--- src/rtl/bus_pkg.sv ---
// ---------------------------------------------------------------------------
// bus_pkg
// Shared constants and types for the shared-bus interconnect slice.
//   - state_t        : interconnect FSM states (ST_IDLE, ST_BUSY, ST_DECERR)
//   - NUM_SLAVES     : number of downstream slaves
//   - DECERR_DATA    : read data returned with an error beat
//   - SLV_*          : slave index constants matching the address map
//   - slave_word()   : extract one slave's 32-bit word from the packed bus
//   - slave_onehot() : turn a slave index into a one-hot select vector
// ---------------------------------------------------------------------------
package bus_pkg;

    localparam int          NUM_SLAVES  = 4;
    localparam logic [31:0] DECERR_DATA = 32'hDEAD_BEEF;

    localparam logic [1:0] SLV_RAM   = 2'd0;
    localparam logic [1:0] SLV_UART  = 2'd1;
    localparam logic [1:0] SLV_TIMER = 2'd2;
    localparam logic [1:0] SLV_SPARE = 2'd3;

    typedef enum logic [1:0] {
        ST_IDLE   = 2'd0,
        ST_BUSY   = 2'd1,
        ST_DECERR = 2'd2
    } state_t;

    function automatic logic [31:0] slave_word(input logic [NUM_SLAVES*32-1:0] data,
                                               input logic [1:0]               idx);
        return data[{idx, 5'd0} +: 32];
    endfunction

    function automatic logic [NUM_SLAVES-1:0] slave_onehot(input logic [1:0] idx);
        return NUM_SLAVES'(1) << idx;
    endfunction

endpackage

--- src/rtl/bus_if.sv ---
// ---------------------------------------------------------------------------
// bus_if
// Upstream request/response channel between the arbiter and the interconnect.
//   bus_addr/bus_wdata/bus_wstrb/bus_write/bus_enable : request (arbiter drives)
//   bus_rdata/bus_ready/bus_error                     : response (interconnect drives)
// Modports:
//   master : arbiter side
//   slave  : interconnect side
// ---------------------------------------------------------------------------
interface bus_if;

    logic [31:0] bus_addr;
    logic [31:0] bus_wdata;
    logic [3:0]  bus_wstrb;
    logic        bus_write;
    logic        bus_enable;
    logic [31:0] bus_rdata;
    logic        bus_ready;
    logic        bus_error;

    modport master (
        output bus_addr, bus_wdata, bus_wstrb, bus_write, bus_enable,
        input  bus_rdata, bus_ready, bus_error
    );

    modport slave (
        input  bus_addr, bus_wdata, bus_wstrb, bus_write, bus_enable,
        output bus_rdata, bus_ready, bus_error
    );

endinterface

--- src/rtl/bus_addr_decoder.sv ---
// ---------------------------------------------------------------------------
// bus_addr_decoder
// Purely combinational address decoder for the four slave windows.
// A window hits when (addr & MASK) == BASE; if several windows hit, the
// lowest slave index wins.
// Ports:
//   addr in  32 : request address
//   sel  out 2  : selected slave index (SLV_RAM when no hit)
//   hit  out 1  : 1 when any window matched
// ---------------------------------------------------------------------------
module bus_addr_decoder
    import bus_pkg::*;
#(
    parameter logic [31:0] S0_BASE = 32'h0000_0000,
    parameter logic [31:0] S0_MASK = 32'hFFFF_0000,
    parameter logic [31:0] S1_BASE = 32'h4000_0000,
    parameter logic [31:0] S1_MASK = 32'hFFFF_F000,
    parameter logic [31:0] S2_BASE = 32'h4000_1000,
    parameter logic [31:0] S2_MASK = 32'hFFFF_F000,
    parameter logic [31:0] S3_BASE = 32'h4000_2000,
    parameter logic [31:0] S3_MASK = 32'hFFFF_F000
) (
    input  logic [31:0] addr,
    output logic [1:0]  sel,
    output logic        hit
);

    // Priority chain gives the lowest-index window precedence on overlap.
    always_comb begin
        sel = SLV_RAM;
        hit = 1'b1;
        if ((addr & S0_MASK) == S0_BASE) begin
            sel = SLV_RAM;
        end else if ((addr & S1_MASK) == S1_BASE) begin
            sel = SLV_UART;
        end else if ((addr & S2_MASK) == S2_BASE) begin
            sel = SLV_TIMER;
        end else if ((addr & S3_MASK) == S3_BASE) begin
            sel = SLV_SPARE;
        end else begin
            hit = 1'b0;
        end
    end

endmodule

--- src/rtl/bus_interconnect.sv ---
// ---------------------------------------------------------------------------
// bus_interconnect
// Shared-bus fabric behind the two-master arbiter. Decodes the arbitrated
// request to one of four slaves, locks the selection for the life of a
// transaction, and answers unmapped addresses with a decode-error beat.
// Requests that hit are forwarded in the same cycle (no added latency).
//
// Optional feature: define BUS_TIMEOUT_EN to add a per-transaction watchdog
// that forces an error completion after TIMEOUT_CYCLES busy cycles.
//
// Ports:
//   clk       in   1   : clock
//   rst_n     in   1   : asynchronous active-low reset
//   bus       slave    : upstream channel (bus_if.slave)
//   s_addr    out  32  : broadcast address
//   s_wdata   out  32  : broadcast write data
//   s_wstrb   out  4   : broadcast byte strobes
//   s_write   out  1   : broadcast write flag
//   s_enable  out  4   : one-hot slave select
//   s_rdata   in   128 : slave k read data in [32k+31:32k]
//   s_ready   in   4   : slave k ready in bit k
// ---------------------------------------------------------------------------
module bus_interconnect
    import bus_pkg::*;
#(
    parameter logic [31:0] S0_BASE = 32'h0000_0000,
    parameter logic [31:0] S0_MASK = 32'hFFFF_0000,
    parameter logic [31:0] S1_BASE = 32'h4000_0000,
    parameter logic [31:0] S1_MASK = 32'hFFFF_F000,
    parameter logic [31:0] S2_BASE = 32'h4000_1000,
    parameter logic [31:0] S2_MASK = 32'hFFFF_F000,
    parameter logic [31:0] S3_BASE = 32'h4000_2000,
    parameter logic [31:0] S3_MASK = 32'hFFFF_F000
`ifdef BUS_TIMEOUT_EN
    ,
    parameter int          TIMEOUT_CYCLES = 255
`endif
) (
    input  logic                       clk,
    input  logic                       rst_n,
    bus_if.slave                       bus,
    output logic [31:0]                s_addr,
    output logic [31:0]                s_wdata,
    output logic [3:0]                 s_wstrb,
    output logic                       s_write,
    output logic [NUM_SLAVES-1:0]      s_enable,
    input  logic [NUM_SLAVES*32-1:0]   s_rdata,
    input  logic [NUM_SLAVES-1:0]      s_ready
);

    state_t      state_q, state_d;
    logic [1:0]  sel_q, sel_d;
    logic [1:0]  dec_sel;
    logic        dec_hit;

    logic [NUM_SLAVES-1:0] enable_c;
    logic                  ready_c;
    logic                  error_c;
    logic [31:0]           rdata_c;

`ifdef BUS_TIMEOUT_EN
    localparam int CNT_W = (TIMEOUT_CYCLES > 1) ? $clog2(TIMEOUT_CYCLES) : 1;
    logic [CNT_W-1:0] cnt_q, cnt_d;
`endif

    bus_addr_decoder #(
        .S0_BASE (S0_BASE), .S0_MASK (S0_MASK),
        .S1_BASE (S1_BASE), .S1_MASK (S1_MASK),
        .S2_BASE (S2_BASE), .S2_MASK (S2_MASK),
        .S3_BASE (S3_BASE), .S3_MASK (S3_MASK)
    ) u_decoder (
        .addr (bus.bus_addr),
        .sel  (dec_sel),
        .hit  (dec_hit)
    );

    assign s_addr  = bus.bus_addr;
    assign s_wdata = bus.bus_wdata;
    assign s_wstrb = bus.bus_wstrb;
    assign s_write = bus.bus_write;

    assign s_enable      = enable_c;
    assign bus.bus_ready = ready_c;
    assign bus.bus_error = error_c;
    assign bus.bus_rdata = rdata_c;

    always_ff @(posedge clk or negedge rst_n) begin
        if (!rst_n) begin
            state_q <= ST_IDLE;
            sel_q   <= SLV_RAM;
`ifdef BUS_TIMEOUT_EN
            cnt_q   <= '0;
`endif
        end else begin
            state_q <= state_d;
            sel_q   <= sel_d;
`ifdef BUS_TIMEOUT_EN
            cnt_q   <= cnt_d;
`endif
        end
    end

    always_comb begin
        state_d  = state_q;
        sel_d    = sel_q;
        enable_c = '0;
        ready_c  = 1'b0;
        error_c  = 1'b0;
        rdata_c  = '0;
`ifdef BUS_TIMEOUT_EN
        cnt_d    = cnt_q;
`endif

        unique case (state_q)
            ST_IDLE: begin
                if (bus.bus_enable) begin
                    if (dec_hit) begin
                        // Fresh decode drives the slave select combinationally,
                        // so a ready slave completes in this same cycle.
                        enable_c = slave_onehot(dec_sel);
                        ready_c  = s_ready[dec_sel];
                        if (s_ready[dec_sel]) begin
                            rdata_c = slave_word(s_rdata, dec_sel);
                        end else begin
                            state_d = ST_BUSY;
                            sel_d   = dec_sel;
`ifdef BUS_TIMEOUT_EN
                            cnt_d   = '0;
`endif
                        end
                    end else begin
                        state_d = ST_DECERR;
                    end
                end
            end

            ST_BUSY: begin
                // Routing is locked to sel_q; the live address is ignored.
                if (!bus.bus_enable) begin
                    state_d = ST_IDLE;
                end else if (s_ready[sel_q]) begin
                    enable_c = slave_onehot(sel_q);
                    ready_c  = 1'b1;
                    rdata_c  = slave_word(s_rdata, sel_q);
                    state_d  = ST_IDLE;
`ifdef BUS_TIMEOUT_EN
                end else if (cnt_q == CNT_W'(TIMEOUT_CYCLES - 1)) begin
                    // Watchdog expiry: deselect the slave and report an error.
                    ready_c = 1'b1;
                    error_c = 1'b1;
                    rdata_c = DECERR_DATA;
                    state_d = ST_IDLE;
                end else begin
                    enable_c = slave_onehot(sel_q);
                    cnt_d    = cnt_q + CNT_W'(1);
`else
                end else begin
                    enable_c = slave_onehot(sel_q);
`endif
                end
            end

            ST_DECERR: begin
                if (bus.bus_enable) begin
                    ready_c = 1'b1;
                    error_c = 1'b1;
                    rdata_c = DECERR_DATA;
                end
                state_d = ST_IDLE;
            end

            default: begin
                state_d = ST_IDLE;
            end
        endcase

        // While reset is held, IDLE decode must not re-select a slave, so
        // all outputs are forced quiet independent of the request inputs.
        if (!rst_n) begin
            enable_c = '0;
            ready_c  = 1'b0;
            error_c  = 1'b0;
            rdata_c  = '0;
        end
    end

endmodule
--- src/flat_wrapper.sv ---
// flat-port wrapper written by rule: the top's interface ports become plain ports
module bus_interconnect_flat import bus_pkg::*;
#(
    parameter logic [31:0] S0_BASE = 32'h0000_0000,
    parameter logic [31:0] S0_MASK = 32'hFFFF_0000,
    parameter logic [31:0] S1_BASE = 32'h4000_0000,
    parameter logic [31:0] S1_MASK = 32'hFFFF_F000,
    parameter logic [31:0] S2_BASE = 32'h4000_1000,
    parameter logic [31:0] S2_MASK = 32'hFFFF_F000,
    parameter logic [31:0] S3_BASE = 32'h4000_2000,
    parameter logic [31:0] S3_MASK = 32'hFFFF_F000

)
  (clk, rst_n, s_addr, s_wdata, s_wstrb, s_write, s_enable, s_rdata, s_ready, bus_bus_addr, bus_bus_wdata, bus_bus_wstrb, bus_bus_write, bus_bus_enable, bus_bus_rdata, bus_bus_ready, bus_bus_error);
  bus_if bus_i ();
  input  logic clk;
  input  logic rst_n;
  output logic [31:0] s_addr;
  output logic [31:0] s_wdata;
  output logic [3:0] s_wstrb;
  output logic s_write;
  output logic [NUM_SLAVES-1:0] s_enable;
  input  logic [NUM_SLAVES*32-1:0] s_rdata;
  input  logic [NUM_SLAVES-1:0] s_ready;
  input wire logic [$bits(bus_i.bus_addr)-1:0] bus_bus_addr;
  input wire logic [$bits(bus_i.bus_wdata)-1:0] bus_bus_wdata;
  input wire logic [$bits(bus_i.bus_wstrb)-1:0] bus_bus_wstrb;
  input wire logic [$bits(bus_i.bus_write)-1:0] bus_bus_write;
  input wire logic [$bits(bus_i.bus_enable)-1:0] bus_bus_enable;
  output wire logic [$bits(bus_i.bus_rdata)-1:0] bus_bus_rdata;
  output wire logic [$bits(bus_i.bus_ready)-1:0] bus_bus_ready;
  output wire logic [$bits(bus_i.bus_error)-1:0] bus_bus_error;
  assign bus_i.bus_addr = bus_bus_addr;
  assign bus_i.bus_wdata = bus_bus_wdata;
  assign bus_i.bus_wstrb = bus_bus_wstrb;
  assign bus_i.bus_write = bus_bus_write;
  assign bus_i.bus_enable = bus_bus_enable;
  assign bus_bus_rdata = bus_i.bus_rdata;
  assign bus_bus_ready = bus_i.bus_ready;
  assign bus_bus_error = bus_i.bus_error;
  bus_interconnect #(.S0_BASE(S0_BASE), .S0_MASK(S0_MASK), .S1_BASE(S1_BASE), .S1_MASK(S1_MASK), .S2_BASE(S2_BASE), .S2_MASK(S2_MASK), .S3_BASE(S3_BASE), .S3_MASK(S3_MASK)) u_core (.clk(clk), .rst_n(rst_n), .bus(bus_i), .s_addr(s_addr), .s_wdata(s_wdata), .s_wstrb(s_wstrb), .s_write(s_write), .s_enable(s_enable), .s_rdata(s_rdata), .s_ready(s_ready));
endmodule
--- config.mk ---
export PLATFORM = sky130hd
export DESIGN_NAME = bus_interconnect_flat
export DESIGN_NICKNAME = d
export VERILOG_FILES = /design/src/rtl/bus_pkg.sv /design/src/rtl/bus_if.sv /design/src/rtl/bus_addr_decoder.sv /design/src/rtl/bus_interconnect.sv /design/src/flat_wrapper.sv
export SDC_FILE = /design/constraint.sdc
export NUM_CORES = 1
export LEC_CHECK = 0
export BUFFER_PORTS_ARGS = -buffer_cell sky130_fd_sc_hd__buf_4
export CAP_MARGIN = 40
export CORE_AREA = 8 8 116 118
export CTS_CLUSTER_DIAMETER = 100
export DETAILED_ROUTE_END_ITERATION = 8
export DIE_AREA = 0 0 124 126
export GPL_TIMING_DRIVEN = 0
export PLACE_DENSITY = 0.71
export SYNTH_ARGS = -nofsm -noshare
export SYNTH_HDL_FRONTEND = slang
export SYNTH_SLANG_ARGS = --single-unit
--- constraint.sdc ---
create_clock -name clk -period 2.9 [get_ports clk]
set_input_delay 0.145 -clock clk [delete_from_list [all_inputs] [get_ports clk]]
set_output_delay 0.145 -clock clk [all_outputs]
set_load 0.03 [all_outputs]
# Word-level counts from Yosys, hierarchy flattened
# Cells that the tools add are included.
[word_totals]
register_bits = 4
word_cells = 61
[classes]
order_cmp = 2
eq_ne = 8
n_shift = 4
n_mux = 40
n_bitwise = 1
reduce_logical = 4
[ops]
columns = ["cell", "count"]
rows = [
  ["variable part select 128 x 8 -> 32 bit", 2],
  ["two-way mux 32 bit", 7],
  ["one-hot mux 32 bit (3 select lines)", 1],
  ["== test 20 x 19 -> 1 bit (second input constant)", 3],
  ["logical NOT 32 bit", 1],
  ["two-way mux 2 bit", 9],
  ["two-way mux 4 bit", 4],
  ["two-way mux 1 bit", 14],
  ["one-hot mux 4 bit (2 select lines)", 1],
  ["left shift 1 x 2 -> 4 bit (first input constant)", 2],
  ["< comparator 2 x 3 -> 1 bit (second input constant)", 2],
  ["binary-select mux 1 bit (select 2 bit)", 2],
  ["one-hot mux 2 bit (2 select lines)", 1],
  ["AND reduction 4 bit", 1],
  ["inequality test 3 x 2 -> 1 bit (second input constant)", 1],
  ["inequality test 3 bit (second input constant)", 1],
  ["one-hot mux 1 bit (3 select lines)", 1],
  ["AND reduction 3 bit", 1],
  ["== test 2 x 1 -> 1 bit (second input constant)", 1],
  ["== test 2 bit (second input constant)", 1],
  ["logical NOT 2 bit", 1],
  ["inequality test 2 bit (second input constant)", 1],
  ["NOT 1 bit", 1],
]

# Logic depth before layout (Yosys ltp)
# Gate-level depths: netlist (run 1).
[depth]
ltp_word = 12
depth_mapped = 8

# Hierarchy
# From an unflattened synthesis (run 1), not the netlist that was laid out.
[unflattened]
hier_cells = 286
hier_area_um2 = 3124.2
[by_module_without_submodules]
columns = ["mod", "n_inst", "cells_per_inst", "area_per_inst_um2"]
rows = [
  ["bus_interconnect", 1, 273, 3047.9],
  ["bus_addr_decoder", 1, 13, 76.3],
]

# Worst setup path before layout (run 1)
# OpenSTA, ideal clock, no wires.
[synth_timing]
kind = "reg-to-output"
start = "reg u_core.state_q[0]"
end = "out bus_bus_rdata[4]"
t_arrival_ns = 2.413
t_required_ns = 2.755
setup_slack_ns = 0.342
path_stages_with_launch = 7
path_cell_list = "dfrtp_1 -> or3_1 -> clkbuf_2 -> or3_1 -> or4_1 -> buf_2 -> o21ai_0"
[synth_between]
elab_chain_cells = 3
[synth_lines]
columns = ["element", "line_no", "text"]
rows = [
  ["start: declaration", "bus_interconnect.sv:51", "state_t state_q, state_d;"],
  ["start signal: assignment", "bus_interconnect.sv:95", "state_q <= state_d;"],
  ["== test 2 bit (tied with other cells)", "bus_interconnect.sv:114", "unique case (state_q)"],
  ["one-hot mux 32 bit (3 select lines) *", "bus_interconnect.sv:114", ""],
  ["two-way mux 32 bit *", "bus_interconnect.sv:179", "if (!rst_n) begin"],
  ["end: declaration", "flat_wrapper.sv:30", "output wire logic [$bits(bus_i.bus_rdata)-1:0] bus_bus_rdata;"],
]
# Every way passes the cells marked *; elsewhere a longest branch is shown, timed or not.

# Worst setup path in the final report (run 1)
[layout_timing]
start = "reg u_core.state_q[0]"
end = "out bus_bus_rdata[17]"
# Same word-level chain as after synthesis.

==> results of run 1 <==
[routing by layer]
layer  routed length [um]  track usage, %
met3                 1940            5.50
met2                 8940            38.4
met4                  191            4.20
met1                 6360            22.9
met5                    0               0
[worst paths after layout]
| path | slack, ns | to |
|---|---|---|
| hold / removal | 0.29 | u_core.sel_q[1]$_DFFE_PN0P_ |
| hold reg to reg | 0.73 | u_core.state_q[0]$_DFFE_PN0P_ |
| setup / recovery | 0.16 | bus_bus_rdata[17] |
| setup reg to reg | 0.97 | u_core.state_q[0]$_DFFE_PN0P_ |
| max in group asynchronous | 2.49 | u_core.state_q[1]$_DFFE_PN0P_ |
| min in group clk | 0.30 | u_core.state_q[0]$_DFFE_PN0P_ |
[sequential cells by signal (all words and copies together) (netlist names)]
register,count
u_core.sel_q,2
u_core.state_q,2
[logic make-up after synthesis]
group | count (synthesis) | synth area share, %
multiplexers | 36 | 24.2
AO/OA/AOI/OAI | 133 | 35.0
buffers and inverters | 116 | 22.6
AND/OR/NAND/NOR | 87 | 15.1
flip-flops | 4 | 3.12
[per-stage QoR]
stage                     util, %  setup slack [ns]  cell area [um^2]  total power, W  hold slack (ns)
final                        46.4             0.158              5440        0.000965            0.286
after global placement       45.6             0.231              5340        0.000730          -0.0407
after global routing         46.4            0.0676              5440         0.00101            0.299
after CTS                    46.4             0.105              5430        0.000964            0.271
after detailed placement     45.7             0.214              5350        0.000743          -0.0384
after floorplan                 -             0.342              3210        0.000414           -0.151
[timing repair]
item	in CTS	in global routing
resized for setup	0	3
hold endpoints to repair	4	0
hold buffers	1	0
setup endpoints to repair	0	19
[cell usage after synthesis (4+ instances only)]
cell and count:
sky130_fd_sc_hd__buf_2 4, sky130_fd_sc_hd__nor3_1 39, sky130_fd_sc_hd__a221oi_1 32, sky130_fd_sc_hd__nand2_1 13, sky130_fd_sc_hd__o21ai_2 6, sky130_fd_sc_hd__a31oi_1 27
sky130_fd_sc_hd__mux4_2 33, sky130_fd_sc_hd__o22ai_2 24, sky130_fd_sc_hd__nor2_1 8, sky130_fd_sc_hd__dfrtp_1 4, sky130_fd_sc_hd__a22oi_1 33, sky130_fd_sc_hd__clkbuf_1 36
sky130_fd_sc_hd__buf_4 69
[worst max-delay path, cell delays in order (launching register included)]
cell                       delay [ns]
sky130_fd_sc_hd__dfrtp_1         0.43
sky130_fd_sc_hd__or3_1           0.36
sky130_fd_sc_hd__clkbuf_2        0.16
sky130_fd_sc_hd__or3_1           0.30
sky130_fd_sc_hd__or4_1           0.42
sky130_fd_sc_hd__buf_2           0.19
sky130_fd_sc_hd__buf_6           0.17
sky130_fd_sc_hd__o21ai_2         0.16
sky130_fd_sc_hd__buf_4           0.18
[cell type report]
| cell class | instances | area (um^2) | share of cell area [%] |
|---|---|---|---|
| Tap cell | 147 | 184 | 3.38 |
| Clock buffer | 3 | 75.1 | 1.38 |
| Inverter | 2 | 7.51 | 0.138 |
| Timing Repair Buffer | 262 | 1970 | 36.2 |
| Sequential cell | 4 | 100 | 1.84 |
| Multi-Input combinational cell | 256 | 2390 | 43.9 |
| Buffer | 114 | 717 | 13.2 |
[power breakdown]
part	total, W	switching, W	leakage, nW	internal [W]
registers	0.0000588	0.00000160	0.0544	0.0000572
logic	0.000687	0.000332	2.23	0.000356
clock network	0.000219	0.0000421	0.0370	0.000176
==> metrics.log, run 1 <==
[metrics] average routed wire per standard cell: 22.1 um
[metrics] Seq cells post-synth: 4
[metrics] Layout Cells excl Fill: 788
[metrics] cell types with the largest area share after synthesis: sky130_fd_sc_hd__mux4_2 (23%), sky130_fd_sc_hd__buf_4 (16%), sky130_fd_sc_hd__o22ai_2 (9.4%), sky130_fd_sc_hd__a221oi_1 (8.7%), sky130_fd_sc_hd__a22oi_1 (7.7%)
[metrics] total via count after detailed routing: between 4000 and 5000
[metrics] horizontal die dimension: 124 um
[metrics] fraction of layout instances using a drive strength above 1: 64.9%
[metrics] max_slew headroom: 47.9%
[metrics] largest fanout of any net on the critical path: 10
[metrics] TritonRoute pass-1 iters: 5
[metrics] standard cell core area: 11700 um^2
[metrics] number of placement rows: 40
[metrics] Synth top area share: 23.2%
[metrics] aggregate global-route resource usage: 20.8%
[metrics] wire length of the first global-routing pass: 25900 um
[metrics] number of max-cap violations: 0
[metrics] total number of H-tree levels: 1
[metrics] leak pwr: 2.32 nW
[metrics] antenna-violating nets left: 0
[metrics] maximum number of pins on one net before global-route repair: 11
[metrics] first-iteration detailed-routing DRC count: 399
[metrics] signal arrival time at the worst endpoint: 2.60 ns
[metrics] root buf cell: sky130_fd_sc_hd__clkbuf_16
[metrics] number of standard cells after synthesis: 376
[metrics] library cell with the largest summed area after synthesis: sky130_fd_sc_hd__mux4_2
[metrics] post-DP HPWL: ~14000 um
[metrics] most common cell after layout, fill and taps aside: sky130_fd_sc_hd__buf_4
[metrics] detailed-route vias per instance: around 5.7
[metrics] Worst Path Required: 2.76 ns
[metrics] Unique masters post-synth: just over 40
[metrics] clock latency on the worst-skew pair: 0.23 ns
[metrics] setup repair after global routing missed its margin: false
[metrics] routed wire length: 17400 um
[metrics] maximum operating frequency: 0.365 GHz
[metrics] total negative slack for setup checks: 0 ns
[metrics] number of global-route vias before repair: 4926
[metrics] kind of critical path: reg -> out
[metrics] CTS tree: built
[metrics] final clock skew: 0.00252 ns
[metrics] most frequent cells in the layout: sky130_fd_sc_hd__buf_4 (329), sky130_fd_sc_hd__nor3_1 (38), sky130_fd_sc_hd__clkbuf_1 (35), sky130_fd_sc_hd__mux4_2 (33), sky130_fd_sc_hd__a22oi_1 (33)
[metrics] start of the worst register-to-register path: u_core.sel_q[0]$_DFFE_PN0P_
[metrics] reg2reg path depth: 4
[metrics] worst-case clock buffer depth: 2
[metrics] sequential cell area fraction in the yosys report: around 3.1%
[metrics] EDFF count, synth: 0
[metrics] outcome: finished clean
[metrics] element type at the critical path end: output pin
[metrics] number of nets in the layout: 847
[metrics] full die area: 15600 um^2
[metrics] remaining global-route overflow: 0
[metrics] clock transition at the registers of the reported paths: 0.03 ns
[metrics] syn_nets: 580
[metrics] Setup Viol. Count Final: 0
[metrics] count of filler cells inserted in the layout: 1149
[metrics] min-delay worst type: in -> async
[metrics] IO Port Bufs: 260
[metrics] number of antenna violations at the first check in global routing: 0
[metrics] IO Count: 311
[metrics] height of the die: 126 um
[metrics] post-route clock period utilization: 94.6%
[metrics] number of sinks handled by clock tree synthesis: 4
[metrics] minimum clock period: 2.74 ns
[metrics] dpl cells: 784
[metrics] start point of the critical path: u_core.state_q[0]$_DFFE_PN0P_
[metrics] share of synthesized registers carrying an async set or reset: 100%
[metrics] startpoint type of the worst setup path: register
[metrics] Worst VDD drop: 0.188 mV
[metrics] diodes inserted: 0
[metrics] growth of design area from synthesis to finish: 69.6%
[metrics] initial cell density of the core: about 27%
[metrics] Power Dens Cells: around 180 nW/um^2
[metrics] synth warn: 0
[metrics] number of buffers inserted to repair setup after CTS: 0
[metrics] drc violations: 0
[metrics] pins over their slew limit: 0
[metrics] post-synthesis average cell area: 8.53 um^2
[metrics] Mapped Area: 3210 um^2
[metrics] Top FF cell, synth: sky130_fd_sc_hd__dfrtp_1
[metrics] hold violation total from the final report: 0
[metrics] slew at the pin closest to its max-slew limit: ~0.78 ns
[metrics] Inserted Clock Buffers: 3
[metrics] GPL Wtd Cong: 0.817
No activity file was read; power rests on OpenSTA's default activity.
==> inputs of run 2 (changes only) <==
CORE_AREA = 8 8 115 117   (was 8 8 116 118)
DIE_AREA = 0 0 123 125   (was 0 0 124 126)
HOLD_SLACK_MARGIN = 0.05   (was not set)
SYNTH_HIERARCHICAL = 1   (was not set)
==> run 2 against run 1 <==
Count of clock-buffer cells in the layout unchanged. Hold slack worse by 0.093 ns. Clock power about the same. Sequential power is 2% lower. Clock skew is 0.0011 ns lower. Final area is 1.3% lower. Die area shrank 1.6%. Critical path depth rose by 2. First-iteration DRC count is 63% lower. Global-route usage is 2.8 points lower. Largest power group unchanged.
==> metrics.log, run 2 <==
[metrics] clock latency on the worst-skew pair: 0.23 ns
[metrics] Unique masters post-synth: 36
[metrics] startpoint type of the worst setup path: primary input
[metrics] drc violations: 0
[metrics] kind of critical path: in -> out
[metrics] detailed-route vias per instance: 5.20
[metrics] setup repair after global routing missed its margin: false
[metrics] height of the die: about 130 um
[metrics] hold violation total from the final report: 0
[metrics] number of nets in the layout: around 760
[metrics] largest fanout of any net on the critical path: 10
[metrics] number of sinks handled by clock tree synthesis: 4
[metrics] most common cell in the synthesized netlist: sky130_fd_sc_hd__buf_4
[metrics] total power draw: 0.000898 W
[metrics] number of max-cap violations: 0
[metrics] Top FF cell, synth: sky130_fd_sc_hd__dfrtp_1
[metrics] Setup Viol. Count Final: 0
[metrics] signal arrival time at the worst endpoint: 2.52 ns
[metrics] maximum operating frequency: 0.376 GHz
[metrics] Power Dens Cells: roughly 170 nW/um^2
[metrics] minimum clock period: approximately 2.7 ns
[metrics] average routed wire per standard cell: around 21 um
[metrics] fraction of layout instances using a drive strength above 1: 79.5%
[metrics] Inserted Clock Buffers: 3
[metrics] library cell with the largest summed area after synthesis: sky130_fd_sc_hd__mux4_2
[metrics] number of placement rows: 40
[metrics] post-DP HPWL: about 13000 um
[metrics] launch point of the worst hold path: bus_bus_enable
[metrics] TritonRoute pass-1 iters: 4
[metrics] sequential cell area fraction in the yosys report: 3.20%
[metrics] IO Port Bufs: 261
[metrics] worst slack on hold paths: 0.193 ns
[metrics] total via count after detailed routing: 3633
[metrics] GPL Wtd Cong: between 0.8 and 0.9
[metrics] Worst Path Required: approximately 2.8 ns
[metrics] setup slack at placement: 0.151 ns
[metrics] standard cell core area: 11600 um^2
[metrics] Worst VDD drop: approximately 0.11 mV
[metrics] wire length of the first global-routing pass: 22300 um
[metrics] synth warn: 6
[metrics] remaining global-route overflow: 0
[metrics] horizontal die dimension: 123 um
[metrics] growth of design area from synthesis to finish: 71.8%
[metrics] IO Count: slightly above 300
[metrics] post-synthesis average cell area: around 11 um^2
[metrics] CTS tree: built
[metrics] max_slew headroom: a little under three fifths
[metrics] element type at the critical path end: output pin
[metrics] routed wire length: 14800 um
[metrics] post-route clock period utilization: between 90% and 100%
[metrics] antenna-violating nets left: 0
[metrics] Finished Core Util: 46.2%
[metrics] most frequent cells in the layout: sky130_fd_sc_hd__buf_4 (332), sky130_fd_sc_hd__mux4_2 (64), sky130_fd_sc_hd__a22oi_1 (28), sky130_fd_sc_hd__a21oi_1 (26), sky130_fd_sc_hd__nor2_1 (17)
[metrics] total negative slack for setup checks: 0 ns
[metrics] share of synthesized registers carrying an async set or reset: 100%
[metrics] aggregate global-route resource usage: 17.9%
[metrics] Seq cells post-synth: 4
[metrics] start of the worst register-to-register path: u_core/sel_q[1]$_DFFE_PN0P_
[metrics] Mapped Area: 3120 um^2
[metrics] commonest cells in the synthesized netlist: sky130_fd_sc_hd__buf_4 (72), sky130_fd_sc_hd__mux4_2 (64), sky130_fd_sc_hd__a22oi_1 (28), sky130_fd_sc_hd__a21oi_1 (26), sky130_fd_sc_hd__nor2_1 (17)
[metrics] start point of the critical path: bus_bus_addr[29]
[metrics] slew at the pin closest to its max-slew limit: 0.649 ns
[metrics] number of antenna violations at the first check in global routing: 0
[metrics] min-delay worst type: in -> reg
[metrics] Synth top area share: 46.1%
[metrics] number of global-route vias before repair: 4233
[metrics] maximum number of pins on one net before global-route repair: 11
[metrics] pins over their slew limit: 0
[metrics] full die area: 15400 um^2
[metrics] cell types with the largest area share after synthesis: sky130_fd_sc_hd__mux4_2 (46%), sky130_fd_sc_hd__buf_4 (17%), sky130_fd_sc_hd__a22oi_1 (6.7%), sky130_fd_sc_hd__buf_6 (4.7%), sky130_fd_sc_hd__a21oi_1 (4.2%)
[metrics] EDFF count, synth: 0
[metrics] clock transition at the registers of the reported paths: around 0.030 ns
[metrics] number of buffers inserted to repair setup after CTS: 0
[metrics] outcome: finished clean
[metrics] registers with the highest flip-flop counts: u_core/sel_q x2, u_core/state_q x2
[metrics] leak pwr: about 2.3 nW
[metrics] root buf cell: sky130_fd_sc_hd__clkbuf_16
[metrics] worst-case clock buffer depth: 2
[metrics] syn_nets: 490
[metrics] total number of H-tree levels: 1
[metrics] first-iteration detailed-routing DRC count: 147
[metrics] fin worst setup slack: 0.238 ns
[metrics] most common cell after layout, fill and taps aside: sky130_fd_sc_hd__buf_4
[metrics] diodes inserted: 0
[metrics] number of standard cells after synthesis: approximately 290
[metrics] initial cell density of the core: 26.9%
[metrics] final clock skew: about 0.0015 ns
## run 2: cell types whose count changed after synthesis, moves of 6 or more
cell | before | now
sky130_fd_sc_hd__nor2_1 | 8 | 17
sky130_fd_sc_hd__a21oi_1 | 3 | 26
sky130_fd_sc_hd__buf_6 | 3 | 13
sky130_fd_sc_hd__a221oi_1 | 32 | 0
sky130_fd_sc_hd__nor3_1 | 39 | 2
sky130_fd_sc_hd__o22ai_2 | 24 | 0
sky130_fd_sc_hd__clkbuf_1 | 36 | 9
sky130_fd_sc_hd__a31oi_1 | 27 | 0
sky130_fd_sc_hd__o21ai_2 | 6 | 0
sky130_fd_sc_hd__nand2_1 | 13 | 6
sky130_fd_sc_hd__mux4_2 | 33 | 64
## run 2: path summary, 6_finish.rpt
path                       cells after the start  slack [ns]                            end
max                                           10        0.24               bus_bus_rdata[2]
min                                            2        0.19  u_core/state_q[0]$_DFFE_PN0P_
max reg2reg                                    5        1.21  u_core/state_q[0]$_DFFE_PN0P_
min reg2reg                                    3        0.71  u_core/state_q[1]$_DFFE_PN0P_
max in group asynchronous                      2        2.51  u_core/state_q[0]$_DFFE_PN0P_
min in group asynchronous                      2        0.27    u_core/sel_q[0]$_DFFE_PN0P_
## run 2: what timing repair did
| item | in CTS | in global routing |
|---|---|---|
| setup endpoints to repair | 0 | 5 |
| gates resized for setup | 0 | 5 |
| hold endpoints to repair | 4 | 0 |
| hold buffers | 1 | 0 |
## run 2: layer usage
metal	vias to the layer above	GRT usage (%)	routed length [um]
met5	-	0	0
li1	1618	-	-
met2	216	35.1	8140
met1	1784	18.9	4960
met3	15	4.41	1590
met4	0	2.55	144
## run 2: power by group
| part | internal [W] | switching, W | leakage, nW | total (W) |
|---|---|---|---|---|
| Combinational | 0.000340 | 0.000280 | 2.25 | 0.000620 |
| Sequential | 0.0000572 | 0.000000512 | 0.0544 | 0.0000577 |
| Clock | 0.000177 | 0.0000434 | 0.0370 | 0.000220 |
## run 2: worst max-delay path: stages
cell and delay [ns]:
sky130_fd_sc_hd__buf_4 0.12, sky130_fd_sc_hd__nor4_2 0.30, sky130_fd_sc_hd__nand4_1 0.20, sky130_fd_sc_hd__and4bb_2 0.34, sky130_fd_sc_hd__buf_6 0.17, sky130_fd_sc_hd__buf_6 0.21
sky130_fd_sc_hd__mux4_2 0.51, sky130_fd_sc_hd__a22oi_1 0.21, sky130_fd_sc_hd__a21oi_1 0.10, sky130_fd_sc_hd__buf_4 0.20
## run 2: final cells by class
cell class,instances,area (um^2)
buffer,99,754
clock buffer,3,75.1
fill,1114,6240
inverter,1,3.75
multi-input combinational,182,2280
sequential,4,100
tap,147,184
timing repair buffer,262,1970
## run 2: cell families (layout without fill, tap and decap cells)
family | count (synthesis) | after routing | synth area share, %
AND/OR/NAND/NOR | 43 | 43 | 8.17
multiplexers | 71 | 71 | 48.7
flip-flops | 4 | 4 | 3.20
AO/OA/AOI/OAI | 67 | 67 | 15.7
buffers and inverters | 100 | 365 | 24.0
XOR/XNOR | 1 | 1 | 0.280
## run 2: per-stage QoR
| stage | area, um^2 | cells |
|---|---|---|
| final | 5370 | 698 |
| after global routing | 5370 | 698 |
| after CTS | 5350 | 698 |
| after detailed placement | 5270 | 694 |
| after global placement | 5270 | 694 |
| after floorplan | 3120 | 286 |
==> inputs of run 3 (changes only) <==
CELL_PAD_IN_SITES_DETAIL_PLACEMENT = 0   (was not set)
CELL_PAD_IN_SITES_GLOBAL_PLACEMENT = 1   (was not set)
CORE_AREA = 8 8 139 108   (was 8 8 115 117)
DIE_AREA = 0 0 147 116   (was 0 0 123 125)
PLACE_DENSITY = 0.88   (was 0.71)
==> run 3 against run 2 <==
Non-clock buffer count stayed put. First-iteration DRC count rose by 37%. Clock skew down 0.0012 ns. Hold slack lost 0.031 ns. Critical path depth stayed put. Critical endpoint is now bus_bus_rdata[21]. Sequential share of layout area barely moved. Sequential power hardly changed. Wire length up 4.8%. Die area grew 11%. Final area rose by 0.44%. Worst setup slack worse by 0.13 ns. Clock power is 2% lower. Critical path type unchanged.
==> metrics.log, run 3 (synthesis results as in run 2) <==
[metrics] root buf cell: sky130_fd_sc_hd__clkbuf_16
[metrics] diodes inserted: 0
[metrics] Inserted Clock Buffers: 3
[metrics] drc violations: 0
[metrics] hold violation total from the final report: 0
[metrics] final clock skew: 0.000227 ns
[metrics] total negative slack for setup checks: 0 ns
[metrics] outcome: finished clean
[metrics] IO Port Bufs: 261
[metrics] total number of H-tree levels: 1
[metrics] slowest CP cell: sky130_fd_sc_hd__mux4_2
[metrics] setup slack at placement: 0.106 ns
[metrics] Max stage delay on crit path: around 0.52 ns
[metrics] leak pwr: 2.35 nW
[metrics] most frequent cell on the critical path: sky130_fd_sc_hd__buf_4
[metrics] number of antenna violations at the first check in global routing: 0
[metrics] max_slew headroom: 59.4%
[metrics] Setup Viol. Count Final: 0
[metrics] worst reg2reg endpoint: u_core/state_q[0]$_DFFE_PN0P_
[metrics] Worst Path Required: roughly 2.8 ns
[metrics] count of filler cells inserted in the layout: 1259
[metrics] worst slack on hold paths: 0.162 ns
[metrics] number of max-cap violations: 0
[metrics] antenna-violating nets left: 0
[metrics] first-iteration detailed-routing DRC count: roughly 200
[metrics] minimum clock period: between 2 and 3 ns
[metrics] element type at the critical path end: output pin
[metrics] GPL Wtd Cong: just over 0.8
[metrics] most frequent cells in the layout: sky130_fd_sc_hd__buf_4 (333), sky130_fd_sc_hd__mux4_2 (64), sky130_fd_sc_hd__a22oi_1 (28), sky130_fd_sc_hd__a21oi_1 (26), sky130_fd_sc_hd__nor2_1 (17)
[metrics] number of global-route vias before repair: slightly above 4000
[metrics] horizontal die dimension: 147 um
[metrics] min-delay worst type: in -> reg
[metrics] instance area at placement: approximately 5300 um^2
[metrics] total power draw: 0.000898 W
[metrics] post-route clock period utilization: 96.2%
[metrics] end point of the worst hold path: u_core/state_q[0]$_DFFE_PN0P_
[metrics] slew at the pin closest to its max-slew limit: 0.608 ns
[metrics] Power Dens Cells: about 170 nW/um^2
[metrics] number of nets in the layout: 757
[metrics] growth of design area from synthesis to finish: 72.6%
[metrics] maximum number of pins on one net before global-route repair: 11
[metrics] standard cell core area: roughly 13000 um^2
[metrics] average routed wire per standard cell: 21.5 um
[metrics] number of placement rows: 36
[metrics] full die area: 17100 um^2
[metrics] Worst VDD drop: around 0.11 mV
[metrics] largest fanout of any net on the critical path: 10
[metrics] reg2reg path depth: 5
[metrics] total via count after detailed routing: 3650
[metrics] remaining global-route overflow: 0
[metrics] routed wire length: 15600 um
[metrics] launch point of the worst hold path: bus_bus_enable
[metrics] IO Count: 311
[metrics] startpoint type of the worst setup path: primary input
[metrics] start of the worst register-to-register path: u_core/sel_q[1]$_DFFE_PN0P_
[metrics] area of all placed cells without fillers: 5390 um^2
[metrics] clock transition at the registers of the reported paths: approximately 0.030 ns
[metrics] number of buffers inserted to repair setup after CTS: 0
[metrics] worst reg-to-reg setup slack: 1.26 ns
[metrics] most common cell after layout, fill and taps aside: sky130_fd_sc_hd__buf_4
[metrics] kind of critical path: in -> out
[metrics] fraction of layout instances using a drive strength above 1: 79.3%
[metrics] pins over their slew limit: 0
[metrics] worst-case clock buffer depth: 2
[metrics] initial cell density of the core: 24.4%
[metrics] number of sinks handled by clock tree synthesis: 4
[metrics] detailed-route vias per instance: 5.06
[metrics] post-DP HPWL: 13500 um
[metrics] wire length of the first global-routing pass: ~23000 um
[metrics] aggregate global-route resource usage: 16.5%
[metrics] fin worst setup slack: 0.110 ns
[metrics] setup repair after global routing missed its margin: false
[metrics] maximum operating frequency: 0.358 GHz
[metrics] CTS tree: built
[metrics] registers with the highest flip-flop counts: u_core/sel_q x2, u_core/state_q x2
[metrics] TritonRoute pass-1 iters: 4
[metrics] signal arrival time at the worst endpoint: 2.64 ns
[metrics] chain of cells forming the critical path: buf_4 > nor4_1 > nand4_1 > and4bb_2 > buf_4 > buf_8 > mux4_2 > a22oi_1 > a21oi_1 > buf_4
[metrics] clock latency on the worst-skew pair: between 0.2 and 0.25 ns
[metrics] Cells on Worst Hold Path: 2
[metrics] height of the die: 116 um
run 3: cell counts in the layout (fill, tap and decap cells not counted):
No cell type changed its count.
run 3: layout make-up:
class | count | area [um^2] | area share [%]
clock buffers | 3 | 75.1 | 1.39
multi-input cells | 182 | 2270 | 42.2
inverters | 1 | 3.75 | 0.0696
well taps | 171 | 214 | 3.97
repair buffers | 262 | 1970 | 36.5
flip-flops and latches | 4 | 100 | 1.86
plain buffers | 99 | 754 | 14.0
run 3: layer usage:
layer	vias to the layer above	track usage, %	share of wire (%)
li1	1623	-	-
met1	1810	18.7	38
met4	0	3.79	1.2
met2	198	30.2	53
met3	19	5.15	8.6
met5	-	0	0
run 3: timing repair:
item | CTS | global route
endpoints found under the setup margin | 0 | 11
hold buffers | 1 | 0
hold endpoints to repair | 4 | 0
resized for setup | 0 | 4
run 3: worst max path at each step:
stage	slack (ns)	endpoint	cells past startpoint	from
after detailed placement	0.11	bus_bus_rdata[12]	10	bus_bus_addr[24]
final	0.11	bus_bus_rdata[21]	10	bus_bus_addr[24]
after floorplan	0.58	bus_bus_rdata[28]	9	bus_bus_addr[20]
after CTS	0.11	bus_bus_rdata[12]	10	bus_bus_addr[24]
after global placement	0.16	bus_bus_rdata[11]	10	bus_bus_addr[24]
after global routing	0.00007	bus_bus_rdata[21]	10	bus_bus_addr[24]
run 3: power breakdown:
part / total, W / internal [W] / switching, W
logic: 0.000626 / 0.000341 / 0.000285
registers: 0.0000577 / 0.0000572 / 0.000000492
clock network: 0.000215 / 0.000176 / 0.0000385
total: 0.000898 / 0.000574 / 0.000324
run 3: worst max-delay path, delay by kind of cell:
kind / cells / cell delay (ns)
buffers and inverters: 4 / 0.75
muxes: 1 / 0.52
and+or+nand+nor: 3 / 0.89
AOI/OAI and AO/OA: 2 / 0.33
run 3: stage by stage:
step,instances,util (%)
after floorplan,286,-
after global placement,718,41.4
after detailed placement,718,41.4
after CTS,722,42.1
after global routing,722,42.1
final,722,42.1
